--- config.mk ---
export PLATFORM = sky130hd
export DESIGN_NAME = sweep_sequencer
export DESIGN_NICKNAME = d
export VERILOG_FILES = /design/src/rtl/sweep_sequencer.sv
export SDC_FILE = /design/constraint.sdc
export NUM_CORES = 1
export LEC_CHECK = 0
export ABC_AREA = 1
export BUFFER_PORTS_ARGS = -buffer_cell sky130_fd_sc_hd__buf_4
export CORE_AREA = 2 2 65 91
export CTS_CLUSTER_DIAMETER = 50
export DETAILED_ROUTE_END_ITERATION = 16
export DIE_AREA = 0 0 67 93
export GPL_TIMING_DRIVEN = 0
export PLACE_DENSITY_LB_ADDON = 0.05
export SLEW_MARGIN = 20
export SYNTH_ARGS = -nofsm -noshare
export SYNTH_HDL_FRONTEND = slang
export SYNTH_SLANG_ARGS = --single-unit
--- constraint.sdc ---
create_clock -name clk -period 3.47 [get_ports clk]
set_clock_uncertainty 0.2 [all_clocks]
set_input_delay 1.041 -clock clk [delete_from_list [all_inputs] [get_ports clk]]
set_output_delay 1.041 -clock clk [all_outputs]
set_load 0.03 [all_outputs]
--- src/rtl/sweep_sequencer.sv ---
// Triangle-sweep controller for an up/down counter: clear, count up to peak, dwell, count down, repeat.
// Optional build macro SWEEP_SEQ_CHECK_EN adds an expected-count tracker and a sticky err flag.
module sweep_sequencer #(
    parameter int WIDTH  = 8,
    parameter int HOLD_W = 8,
    parameter int REP_W  = 4
) (
    input  logic              clk,
    input  logic              rst,
    input  logic              start,
    input  logic              abort,
    input  logic [WIDTH-1:0]  peak,
    input  logic [HOLD_W-1:0] hold_cycles,
    input  logic [REP_W-1:0]  reps,
    input  logic [WIDTH-1:0]  count_in,
    output logic              cnt_rst,
    output logic              cnt_enable,
    output logic              cnt_direction,
    output logic              busy,
    output logic              done,
    output logic [REP_W-1:0]  rep_count,
    output logic              err
);

    typedef enum logic [2:0] {
        S_IDLE,
        S_CLEAR,
        S_UP,
        S_HOLD,
        S_DOWN,
        S_DONE
    } state_t;

    localparam logic [WIDTH-1:0]  CNT_ONE  = WIDTH'(1);
    localparam logic [HOLD_W:0]   HOLD_ONE = (HOLD_W + 1)'(1);
    localparam logic [REP_W:0]    REP_ONE  = (REP_W + 1)'(1);

    state_t state;
    state_t state_next;

    logic [WIDTH-1:0]  peak_q;
    logic [HOLD_W-1:0] hold_q;
    logic [REP_W-1:0]  reps_q;
    logic [HOLD_W:0]   hold_cnt;
    logic [REP_W:0]    reps_eff;
    logic [REP_W:0]    rep_next_w;
    logic [WIDTH-1:0]  count_inc;
    logic              accept;
    logic              in_sweep;
    logic              up_last;
    logic              hold_last;
    logic              rep_end;
    logic              mismatch;

    // Command handshake: start is a one-cycle request taken only in IDLE;
    // done is a one-cycle pulse after the last repetition, never after an abort.
    assign accept     = (state == S_IDLE) && start;
    assign in_sweep   = (state == S_CLEAR) || (state == S_UP) ||
                        (state == S_HOLD)  || (state == S_DOWN);
    assign count_inc  = count_in + CNT_ONE;
    assign up_last    = (count_inc == peak_q);
    assign hold_last  = (hold_cnt == {1'b0, hold_q});
    assign reps_eff   = (reps_q == '0) ? REP_ONE : {1'b0, reps_q};
    assign rep_next_w = {1'b0, rep_count} + REP_ONE;

    always_comb begin
        state_next = state;
        rep_end    = 1'b0;
        case (state)
            S_IDLE:  if (start) state_next = S_CLEAR;
            S_CLEAR: state_next = (peak_q != '0) ? S_UP : S_HOLD;
            S_UP:    if (up_last) state_next = S_HOLD;
            S_HOLD: begin
                if (hold_last) begin
                    if (peak_q != '0) state_next = S_DOWN;
                    else              rep_end    = 1'b1;
                end
            end
            S_DOWN:  if (count_in == CNT_ONE) rep_end = 1'b1;
            S_DONE:  state_next = S_IDLE;
            default: state_next = S_IDLE;
        endcase
        // Later repetitions skip CLEAR: the counter already sits at 0 after DOWN.
        if (rep_end) begin
            if (rep_next_w < reps_eff) state_next = (peak_q != '0) ? S_UP : S_HOLD;
            else                       state_next = S_DONE;
        end
        if (in_sweep && (abort || mismatch)) begin
            state_next = S_IDLE;
            rep_end    = 1'b0;
        end
    end

    always_ff @(posedge clk or negedge rst) begin
        if (!rst) begin
            state     <= S_IDLE;
            peak_q    <= '0;
            hold_q    <= '0;
            reps_q    <= '0;
            hold_cnt  <= '0;
            rep_count <= '0;
        end else begin
            state <= state_next;
            if (accept) begin
                peak_q    <= peak;
                hold_q    <= hold_cycles;
                reps_q    <= reps;
                rep_count <= '0;
            end else if (rep_end) begin
                rep_count <= rep_next_w[REP_W-1:0];
            end
            // Clearing on the last dwell cycle lets a HOLD->HOLD repetition restart cleanly.
            hold_cnt <= ((state == S_HOLD) && !hold_last) ? hold_cnt + HOLD_ONE : '0;
        end
    end

    assign cnt_rst       = (state == S_CLEAR);
    assign cnt_enable    = (state == S_UP) || (state == S_DOWN);
    assign cnt_direction = (state == S_UP);
    assign busy          = in_sweep;
    assign done          = (state == S_DONE);

`ifdef SWEEP_SEQ_CHECK_EN
    logic [WIDTH-1:0] exp_cnt;
    logic             err_q;

    assign mismatch = ((state == S_UP) || (state == S_HOLD) || (state == S_DOWN)) &&
                      (count_in != exp_cnt);
    assign err      = err_q;

    always_ff @(posedge clk or negedge rst) begin
        if (!rst) begin
            exp_cnt <= '0;
            err_q   <= 1'b0;
        end else begin
            case (state)
                S_CLEAR: exp_cnt <= '0;
                S_UP:    exp_cnt <= exp_cnt + CNT_ONE;
                S_DOWN:  exp_cnt <= exp_cnt - CNT_ONE;
                default: exp_cnt <= exp_cnt;
            endcase
            if (accept)        err_q <= 1'b0;
            else if (mismatch) err_q <= 1'b1;
        end
    end
`else
    assign mismatch = 1'b0;
    assign err      = 1'b0;
`endif

endmodule

# After elaboration in Yosys (flattened, before gate mapping)
# Index checks and enable logic that the tools add are counted.
totals:
  regBits: 36
  input_bits: 32
  output_inout_bits: 10
  elab_cells: 54
classes:
  n_addsub: 3
  n_lt_le_gt_ge: 1
  n_eq_ne: 13
  n_mux: 18
  n_reduce_logical: 13
op_table:
  columns: ["operator", "n"]
  rows:
  - ["$mux W3", 7]
  - ["$pmux W3 S5", 1]
  - ["$mux W4", 3]
  - ["$add A9 B1 Y9 const B", 1]
  - ["$eq A9 B8 Y1", 1]
  - ["$mux W9", 1]
  - ["$add A8 B1 Y8 const B", 1]
  - ["$eq A8 B1 Y1 const B", 1]
  - ["$eq A8 B8 Y1", 1]
  - ["$ne A4 B3 Y1 const B", 2]
  - ["$reduce_bool A8 Y1", 1]
  - ["$eq A3 B2 Y1 const B", 2]
  - ["$eq A3 B3 Y1 const B", 2]
  - ["$add A4 B1 Y5 const B", 1]
  - ["$lt A5 B4 Y1", 1]
  - ["$mux W1", 5]
  - ["$reduce_and A5 Y1", 1]
  - ["$logic_not A4 Y1", 1]
  - ["$logic_or A1 B1 Y1", 4]
  - ["$ne A4 B1 Y1 const B", 1]
  - ["$ne A4 B2 Y1 const B", 1]
  - ["$eq A3 B1 Y1 const B", 1]
  - ["$logic_and A1 B1 Y1", 3]
  - ["$logic_not A3 Y1", 1]
  - ["4 further kinds", 4]

# Depth between registers and ports, before layout
logic_depth:
  ltp_word: 8
  depth_mapped: 14
  ltp_nobuf: 14

# Worst setup path before layout
# Ideal clock, no wire load.
synth_timing:
  path_type: "flip-flop to output port"
  from: "reg state[1]"
  to: "out done"
  arrival_time_ps: 1251
  t_required_ps: 2229
  slack_ps: 978
  path_stages_with_launch: 3
  path_buffers: 1
  cell_sequence: "dfrtp_1 buf_2 nor3b_1"
synth_via:
  elab_chain_len: 1
synth_rtl:
  columns: ["item", "line_no", "source"]
  rows:
  - ["start, declared", "38", "state_t state;"]
  - ["start signal, assigned", "103", "state <= state_next;"]
  - ["$eq A3 B3 Y1", "121", "assign done = (state == S_DONE);"]
  - ["end, declared", "20", "output logic done,"]
# Every way passes these cells.

# Worst setup path in the final report
layout_timing:
  from: "reg state[0]"
  to: "out busy"
layout_via:
  elab_chain_len: 4
  word_cells_on_any_way: 7
  classes_between: "eq/ne: 4; reduce/logical: 3"
layout_rtl:
  columns: ["item", "line_no", "source"]
  rows:
  - ["$eq A3 B1 Y1 / $eq A3 B2 Y1 (equally long branches)", "58", "assign in_sweep = (state == S_CLEAR) || (state == S_UP) ||"]
  - ["$logic_or A1 B1 Y1 (2 in series)", "58", null]
  - ["$logic_or A1 B1 Y1 *", "59", "(state == S_HOLD) || (state == S_DOWN);"]
  - ["end, declared", "19", "output logic busy,"]
# Mark *: on every way between the ends. The rest lies on a longest branch, timed or not.

==> metrics.csv <==
metric,value,unit
outcome,finished clean,
largest net degree at the start of global routing,37,
post-synthesis sequential area ratio,0.383,
die area,6230,um2
Starting Density,0.432,
Clock Root Buffer,clkbuf_8,
R2R Setup Slk,1280,ps
GR peak layer,met2,
adder-cell share of the synthesized area,0.0373,
PD cells,671,nW/um2
cell with the largest stage delay on the worst path,dfrtp_1,
Final Power,1.92,mW
CP top delay family,flip-flops,
largest family of logic cells by synthesized area,simple AND/OR/NAND/NOR gates,
CTS sink cnt,36,
ys async rst share,1.00,
Ports,42,
GR Util met2,0.309,
top-count cell post-synth,nand2_1,
total wire length,5200,um
R2R Path Start,rep_count[0],
"EDFF count, synth",0,
final RePlAce weighted congestion,0.823,
GR Util met3,0.0253,
row count,32,
Clock Tree Buf Depth,2,
peak supply drop,0.302,mV
antenna violations before repair,0,
Crit path buffers/inverters,1,
dominant cell type by area after synthesis,dfrtp_1,
Mapped Cells,326,
PostCTS Resize Cnt,0,
cell area after synthesis,2350,um2
gr usage total,0.183,
Ant. Diodes,0,
Skew-Pair Late Insertion Delay,290,ps
WP depth,4,
P&R area growth vs syn,21.8,%
unrepaired setup endpoints after global routing,false,
setup ws final,902,ps
Tightest Pin Transition,531,ps
fraction of the mapped netlist area in simple logic gates,0.367,
Worst Setup SP,state[0],
drt first pass iters,4,
crit end category,output port,
HP Start,hold_cnt[0],
CP required,2230,ps
final setup vio count,0,
period utilization,0.740,
Post-Synth XOR/XNOR Area,0.0298,
CTS Buf Count,5,
Initial DRC Count,52,
PortBufs,40,
drt drc,0,
max-slew violations,0,
crit path to,busy,
fmax,389,MHz
grt ovf,0,
CP Cell Sequence,nor2_1 > nand2_2 > nand3_4 > buf_4,
synthesized area per cell,7.21,um2
Worst setup SP type,flip-flop,
Setup CP Type,flip-flop to output port,
"antenna viol nets, final",0,
DR vias,2129,
dominant synthesized flop cell,dfrtp_1,
top post-synthesis cells by area,"dfrtp_1 (38%), nand2_1 (13%), inv_1 (6.7%), nor2_1 (6.7%), nand3_1 (6.0%)",
Leakage,1.52,nW
layout cell share with drive strength beyond 1,0.211,
"top cells by count, synth","nand2_1 (80), inv_1 (42), nor2_1 (42)",
drt wl/cell,11.8,um
M1 GR Usage,0.228,
first-pass GRT wire length,8660,um
max cap viols,0,
Worst R2R End,state[0],
TritonCTS clock tree,built,
Ys Warns,0,
Vias/cell,4.82,
Reg2Reg Depth,9,
multiplexer share of the synthesized area,0.0192,
complex-gate fraction of the synthesized area,0.0703,
Die Ht,93,um
H-tree levels,2,
dpl hpwl,4010,um
TNS Setup,0,ps
Rel. slew slack,0.646,
crit path time final,2570,ps
Yosys reg bits,36,
number of global-route vias before repair,1971,
placeable core area,5450,um2
Hold Crit Class,flip-flop to flip-flop,
Final #Nets,412,
CP max FO,7,
"Arr. time, crit path",1330,ps
area share of the largest cell type after synthesis,0.383,
Final Hold Viols,0,
Post-CTS Setup Bufs,0,
Post-Place Setup Slack,841,ps
Synth cell types,33,
post-synthesis net count,365,
final hold slack,327,ps
"Reg clk slew, reported paths",70,ps
Hold Buf Count CTS,0,
fin util,0.526,
Max stage delay on crit path,460,ps
Horiz. Die Dim,67,um
[cell usage in the layout, fill, tap and decap left out, types with 4 or more instances in the layout]
cell type / n
xor2_1: 6
nor3_1: 6
inv_1: 42
ha_1: 7
nor3b_1: 7
buf_4: 41
a21oi_1: 23
clkbuf_8: 7
nand2_1: 80
mux2_2: 4
nand2_2: 4
inv_2: 5
nor2_1: 42
dfrtp_1: 36
nand3_1: 28
[worst min path at each step]
stage | end | slack, ps | depth (start not counted)
2_1_floorplan | hold_cnt[0] | 270 | 1
4_1_cts | hold_cnt[0] | 330 | 1
5_1_grt | hold_cnt[0] | 340 | 1
3_5_place_dp | hold_cnt[0] | 320 | 1
3_3_place_gp | reps_q[0] | 310 | 2
6_report | hold_cnt[0] | 330 | 1
[worst register-to-register path: stages (launching register included)]
cell and delay (ps):
dfrtp_1 450, ha_1 250, xor2_1 160, ha_1 340, a21oi_1 150, o21ai_0 90
a21oi_1 200, nand3_1 110, nand3_1 90, nand2_1 50
[area by class of cell]
cell class / instances / area (um2)
repair buffers: 40 / 300
fillers: 591 / 2580
clock buffers: 7 / 96.3
well taps: 68 / 85.1
multi-input cells: 235 / 1230
clock inverters: 1 / 30.0
inverters: 49 / 184
plain buffers: 6 / 30.0
flip-flops and latches: 36 / 901
[per-layer routing]
layer / vias up / wire length, um
li1: 1120 / -
met1: 966 / 2340
met2: 33 / 2590
met3: 10 / 157
met4: 0 / 111
met5: - / 0
[cell families (layout without fill, tap and decap cells)]
logic type / count (synthesis) / after routing
other: 1 / 1
buffers and inverters: 55 / 103
adders and majority gates: 7 / 7
muxes: 4 / 4
AOI/OAI and AO/OA: 31 / 31
xor gates and xnor gates: 8 / 8
DFF: 36 / 36
and+or+nand+nor: 184 / 184
[power breakdown]
part | switching [mW] | internal [mW] | total (mW)
clock | 0.154 | 0.254 | 0.407
sequential | 0.0822 | 0.553 | 0.636
combinational | 0.548 | 0.329 | 0.877
total | 0.784 | 1.14 | 1.92
[registers in the layout, indices dropped and copies added (netlist names)]
| register | flops |
|---|---|
| state | 3 |
| hold_cnt | 9 |
| peak_q | 8 |
| hold_q | 8 |
| reps_q | 4 |
| rep_count | 4 |
[stage by stage]
step | area [um2] | cells
3_3_place_gp | 2740 | 434
2_1_floorplan | 2350 | 326
5_1_grt | 2860 | 442
4_1_cts | 2860 | 442
6_report | 2860 | 442
3_5_place_dp | 2740 | 434
No activity file was read; power rests on OpenSTA's default activity.
